### src/rtl/axi_stream_register_slice.sv
// Two-entry AXI-Stream register slice (skid buffer): every m_* output and s_tready
// come straight from flops, so no combinational path crosses the slice.
module axi_stream_register_slice #(
  parameter  int byte_width = 4,
  parameter  int keep_width = 0,
  parameter  int id_width   = 0,
  parameter  int dest_width = 0,
  parameter  int user_width = 0,
  localparam int DW  = (byte_width > 0) ? 8 * byte_width : 1,
  localparam int SW  = (byte_width > 0) ? byte_width : 1,
  localparam int KW  = (byte_width > 0) ? byte_width : keep_width + 1,
  localparam int IW  = (id_width   > 0) ? id_width   : 1,
  localparam int DEW = (dest_width > 0) ? dest_width : 1,
  localparam int UW  = (user_width > 0) ? user_width : 1
) (
  input  logic           clk,
  input  logic           resetn,
  input  logic           s_tvalid,
  output logic           s_tready,
  input  logic [DW-1:0]  s_tdata,
  input  logic [SW-1:0]  s_tstrb,
  input  logic [KW-1:0]  s_tkeep,
  input  logic           s_tlast,
  input  logic [IW-1:0]  s_tid,
  input  logic [DEW-1:0] s_tdest,
  input  logic [UW-1:0]  s_tuser,
  output logic           m_tvalid,
  input  logic           m_tready,
  output logic [DW-1:0]  m_tdata,
  output logic [SW-1:0]  m_tstrb,
  output logic [KW-1:0]  m_tkeep,
  output logic           m_tlast,
  output logic [IW-1:0]  m_tid,
  output logic [DEW-1:0] m_tdest,
  output logic [UW-1:0]  m_tuser,
  output logic [1:0]     dbg_state
);

  localparam int PW = DW + SW + KW + 1 + IW + DEW + UW;

  typedef enum logic [1:0] {
    ST_EMPTY = 2'd0,
    ST_ONE   = 2'd1,
    ST_FULL  = 2'd2
  } state_t;

  state_t          state;
  logic [PW-1:0]   out_pl;
  logic [PW-1:0]   skid_pl;
  logic [PW-1:0]   in_pl;
  logic            acc;
  logic            pop;

  // Omitted fields are forced to zero at the input so they reach m_* as constant 0.
  logic [DW-1:0]  in_data;
  logic [SW-1:0]  in_strb;
  logic [IW-1:0]  in_id;
  logic [DEW-1:0] in_dest;
  logic [UW-1:0]  in_user;

  assign in_data = (byte_width > 0) ? s_tdata : '0;
  assign in_strb = (byte_width > 0) ? s_tstrb : '0;
  assign in_id   = (id_width   > 0) ? s_tid   : '0;
  assign in_dest = (dest_width > 0) ? s_tdest : '0;
  assign in_user = (user_width > 0) ? s_tuser : '0;
  assign in_pl   = {in_data, in_strb, s_tkeep, s_tlast, in_id, in_dest, in_user};

  assign acc = s_tvalid && s_tready;
  assign pop = m_tvalid && m_tready;

  // Handshake: a beat moves on a rising edge where valid and ready are both high;
  // valid never drops and payload never changes until that edge.
  always_ff @(posedge clk or negedge resetn) begin
    if (!resetn) begin
      state    <= ST_EMPTY;
      m_tvalid <= 1'b0;
      s_tready <= 1'b0;
      out_pl   <= '0;
      skid_pl  <= '0;
    end else begin
      case (state)
        ST_EMPTY: begin
          s_tready <= 1'b1;
          if (acc) begin
            out_pl   <= in_pl;
            m_tvalid <= 1'b1;
            state    <= ST_ONE;
          end
        end
        ST_ONE: begin
          if (acc && pop) begin
            out_pl <= in_pl;
          end else if (acc) begin
            skid_pl  <= in_pl;
            s_tready <= 1'b0;
            state    <= ST_FULL;
          end else if (pop) begin
            m_tvalid <= 1'b0;
            state    <= ST_EMPTY;
          end
        end
        ST_FULL: begin
          if (pop) begin
            out_pl   <= skid_pl;
            s_tready <= 1'b1;
            state    <= ST_ONE;
          end
        end
        default: begin
          m_tvalid <= 1'b0;
          s_tready <= 1'b0;
          state    <= ST_EMPTY;
        end
      endcase
    end
  end

  assign {m_tdata, m_tstrb, m_tkeep, m_tlast, m_tid, m_tdest, m_tuser} = out_pl;
  assign dbg_state = state;

endmodule

### config.mk
export PLATFORM = sky130hd
export DESIGN_NAME = axi_stream_register_slice
export DESIGN_NICKNAME = d
export VERILOG_FILES = /design/src/rtl/axi_stream_register_slice.sv
export SDC_FILE = /design/constraint.sdc
export NUM_CORES = 1
export LEC_CHECK = 0
export BUFFER_PORTS_ARGS = -buffer_cell sky130_fd_sc_hd__buf_2
export CAP_MARGIN = 20
export CORE_ASPECT_RATIO = 2
export CORE_MARGIN = 3
export CORE_UTILIZATION = 55
export CTS_BUF_LIST = sky130_fd_sc_hd__clkbuf_4 sky130_fd_sc_hd__clkbuf_8
export DETAILED_ROUTE_END_ITERATION = 10
export HOLD_SLACK_MARGIN = 0.12
export PLACE_DENSITY = 0.82
export RECOVER_POWER = 50
export SKIP_CTS_REPAIR_TIMING = 1
export SYNTH_ARGS = -nofsm -noshare
export SYNTH_HDL_FRONTEND = slang
export SYNTH_SLANG_ARGS = --single-unit
### constraint.sdc
create_clock -name clk -period 4.35 [get_ports clk]
set_clock_uncertainty 0.1 [all_clocks]
set_input_delay 0.2175 -clock clk [delete_from_list [all_inputs] [get_ports clk]]
set_output_delay 0.2175 -clock clk [all_outputs]
set_load 0.05 [all_outputs]
==> After elaboration in Yosys (flattened, before gate mapping) <==
Index checks and enable logic that the tools add are counted.
{ "classes": {"add_sub_neg": 0, "mul": 0, "div": 0, "magnitude_cmp": 0, "eq_ne": 10, "shift": 0, "n_mux": 19, "n_bitwise": 2, "reduce_logical": 10} }
{ "op_table": {"columns": ["op", "count"], "rows": [
  ["two-way mux 44 bit", 3],
  ["case mux 44 bit (3 select lines)", 1],
  ["inequality test 2 bit, second input constant", 7],
  ["two-way mux 2 bit", 5],
  ["AND reduction 4 bit", 2],
  ["two-way mux 1 bit", 7],
  ["case mux 1 bit (3 select lines)", 2],
  ["case mux 2 bit (3 select lines)", 1],
  ["AND reduction 3 bit", 2],
  ["AND reduction 5 bit", 1],
  ["logical AND 1 bit", 3],
  ["inequality test 3 bit, second input constant", 1],
  ["nonzero test 3 bit", 1],
  ["== test 2 x 1 -> 1 bit, second input constant", 1],
  ["== test 2 bit, second input constant", 1],
  ["logical NOT 2 bit", 1],
  ["NOT 1 bit", 2]
]} }
{ "totals": {"reg_bits": 89, "latchBits": 0, "mem_bits_rw": 0, "romBits": 0, "inputBits": 48, "out_inout_bits": 48, "elab_cells": 46, "memories": 0} }

==> Longest topological paths before layout <==
{ "logic_depth": {"word_depth": 5, "depth_mapped": 4} }

==> Worst setup path after synthesis <==
Ideal clock, no wire load.
{ "synth_timing": {"kind": "flip-flop to flip-flop", "start": "register state[1], in the netlist dbg_state[1]", "end": "register out_pl[33]", "t_arrival_ns": 1.842, "t_required_ns": 4.125, "setup_slack_ns": 2.283, "path_stages_with_launch": 5, "path_buffers": 1, "path_cell_list": "dfrtp_1 -> nor2b_4 -> buf_2 -> mux2_2 -> mux2_4"} }
{ "synth_via": {"elab_chain_cells": 3} }
{ "synth_lines": {"columns": ["element", "line_no", "source"], "rows": [
  ["from (decl)", "47", "state_t state;"],
  ["from (signal assigned)", "75", "state <= ST_EMPTY;"],
  ["from (signal assigned)", "87", "state <= ST_ONE;"],
  ["from (signal assigned)", "96", "state <= ST_FULL;"],
  ["== test 2 x 1 -> 1 bit, or another cell as far along", "81", "case (state)"],
  ["inequality test 2 bit (no line) / nonzero test 3 bit (equally long branches)", null, null],
  ["AND reduction 4 bit (no line)", null, null],
  ["to (signal assigned)", "85", "out_pl <= in_pl;"],
  ["to (signal assigned)", "92", "out_pl <= in_pl;"],
  ["to (signal assigned)", "104", "out_pl <= skid_pl;"],
  ["to (decl)", "48", "logic [PW-1:0] out_pl;"]
]} }
Parallel ways exist; a longest one is shown, timed or not.
A chain may end at the register's enable or synchronous reset.

==> Worst setup path after layout <==
{ "layout_timing": {"start": "register state[1], in the netlist dbg_state[1]", "end": "register out_pl[43]"} }
The elaborated chain is that of the path after synthesis.

==> key figures <==
Timing
  • Final worst slack: 1.80 ns
  • Fin crit share: 58.7%
  • Fmax: 392 MHz
  • Fin. max-slew vios: 37
  • Final setup viols: 0
  • Rel. slew slack: -37.4%
  • Fin Setup TNS: 0 ns
  • Tmin final: 2.55 ns
  • Endpoints failing hold: 0
  • RSZ-0062 raised after global routing: false
  • Worst-margin pin slew: 2.06 ns

Worst setup path
  • Crit. End Element: register
  • Worst Path Required: 4.50 ns
  • Maximum fanout along the worst path: 34
  • CP startpoint kind: register
  • Worst endpoint data arrival time: 2.70 ns
  • Worst Path Class, Setup: reg -> reg

Power
  • Lkg Pwr: 2.37 nW
  • Pwr/cell area: 849 mW/mm^2
  • Tot Pwr: 4.37 mW
  • Peak VDD IR: 0.551 mV

Floorplan
  • # IOs: 96
  • Die height: 127 um
  • Die area: 0.00840 sq mm
  • Starting Density: 57.2%
  • Core area: 0.00699 sq mm
  • Die Wd: 66.3 um
  • Row cnt: 43

Final layout
  • Share of cells above drive strength 1: 54.0%
  • Storage element area: 0.00215 sq mm
  • Multi-input logic area: 0.00171 sq mm
  • Diodes inserted: 0
  • Filler cells: 469
  • Syn-to-layout area delta: 28.6%
  • Finished Layout Cells: 473
  • Core Util, Final: 73.6%
  • # nets final: 426

Global routing
  • Initial antenna violation count: 0
  • First-pass GRT wire length: 12.1 mm
  • GRT Util Overall: 19.3%
  • Number of global-route vias before repair: 2410
  • Overflow after GRT: 0
  • Pin count of the biggest net entering global routing: 87

Place
  • DP HPWL: 4.86 mm
  • IO Port Bufs: 89
  • Placer Congestion: 0.728
  • Setup WS pre-CTS: 1.75 ns
  • Placed cell count: 414

Clock tree
  • H-tree levels: 3
  • CTS buffer count: 9
  • TritonCTS clock tree: yes
  • CTS max path bufs: 2
  • CTS clk-pin slew, worst paths: 0.08 ns
  • Worst skew pair latency: 0.36 ns
  • Clk root buf: clkbuf_8
  • CTS Sinks: 86

Synth
  • #FFs+latches synth: 86
  • Post-synth top area cell: dfrtp_1
  • Cells after synthesis: 246
  • Unique cell type count in the Yosys netlist: 25
  • Largest cells by area after synthesis: dfrtp_1 54%, mux2_2 21%, mux2_4 15%
  • Syn Area/Cell: 16.3 sq um
  • Sequential share of the synthesized area: 53.8%
  • Mapped cell area: 0.00400 sq mm
  • Yosys warns: 0
  • Top cell type's share of synthesized area: 53.8%

Detailed routing
  • WL per Instance: 16.9 um
  • Routed via count: 2444
  • Number of remaining DRC errors: 0
  • Vias per cell: 5.17
  • Post-route ant nets: 0
  • Initial DRC Count: 76
  • DRT Pass-1 Iters: 5
  • Total Wirelength: 7.98 mm

Outcome
  • Failing checks: capacitance limit, slew limit
  • Outcome: complete, but fails checks

Min path
  • Hold Path Class: in -> reg

Run
  • MaxCap Viol Count: 1
## sequential cells by signal, summed over array words and instances (netlist names)
register   cells
dbg_state      2
m_tvalid       1
out_pl        41
s_tready       1
skid_pl       41
## final cells by class
type / instances / area share [%]
flip-flops and latches: 86 / 41.8
multi-input cells: 145 / 33.2
repair buffers: 134 / 17.4
clock buffers: 10 / 2.67
clock inverters: 6 / 2.58
well taps: 90 / 2.19
inverters: 2 / 0.146
## worst paths after layout
check / startpoint / end / slack [ns] / depth (start not counted)
min in group asynchronous: resetn / out_pl[27] / 0.88 / 2
max in group asynchronous: resetn / out_pl[42] / 2.09 / 2
hold / removal: m_tready / m_tvalid / 0.15 / 3
setup / recovery: dbg_state[1] / out_pl[43] / 1.80 / 4
hold reg to reg: skid_pl[33] / skid_pl[33] / 0.41 / 1
setup reg to reg: dbg_state[1] / out_pl[43] / 1.80 / 4
## power breakdown
| part | internal [mW] | total [mW] | switching (mW) |
|---|---|---|---|
| sequential | 1.21 | 1.46 | 0.243 |
| clock | 0.454 | 0.736 | 0.282 |
| combinational | 0.908 | 2.18 | 1.27 |
| total | 2.58 | 4.37 | 1.79 |
## layout by cell type (no fill, tap or decap), types with 2 or more instances in the layout
master,count
o21ai_0,3
clkbuf_1,21
dlygate4sd3_1,42
clkbuf_8,10
mux2_1,7
dfrtp_1,86
nand2_1,2
buf_2,68
conb_1,3
mux2_4,40
mux2_2,76
inv_1,2
bufinv_16,4
## synthesized netlist by cell type
cell type / instances
o32ai_4: 1
mux2_4: 40
buf_4: 3
o22ai_1: 1
buf_2: 3
a21boi_4: 1
mux2_1: 7
nand2b_1: 1
inv_1: 2
a21oi_1: 1
mux2i_1: 1
o21bai_1: 1
nand2_1: 2
a211o_1: 1
nand2_4: 1
and3b_1: 1
conb_1: 1
nor2b_4: 1
a22oi_1: 1
o21ai_0: 3
nor2_1: 1
dfrtp_1: 86
mux2_2: 76
buf_6: 9
and2_1: 1
## per-layer routing
layer,routed length [um],global-route usage (%),up-vias
li1,-,-,1134
met1,3310,23.8,1242
met2,4200,31.0,56
met3,299,5.14,12
met4,165,8.98,0
met5,0,0,-
## critical path, cell delays in order (launching register included)
cell and delay (ns):
dfrtp_1 0.53, nor2b_4 0.90, buf_4 0.31, mux2_2 0.33
mux2_2 0.27
## logic make-up (layout without fill, tap and decap cells)
group           count (synthesis)  in the layout  share of synthesized area [%]
compound gates                 10             10                           2.41
flops                          86             86                           53.8
simple gates                    8              8                           1.44
mux                           124            124                           38.6
buf+inv                        17            152                           3.66
other cells                     1              3                         0.0937
## through the flow
step | hold WS [ns] | cell area [sq um]
after floorplan | -0.178 | 4010
after global placement | 0.361 | 4460
after detailed placement | 0.370 | 4460
after CTS | -0.0280 | 4730
after global routing | 0.177 | 5150
final | 0.153 | 5150
Note: power is estimated with default switching activity, not from simulation.
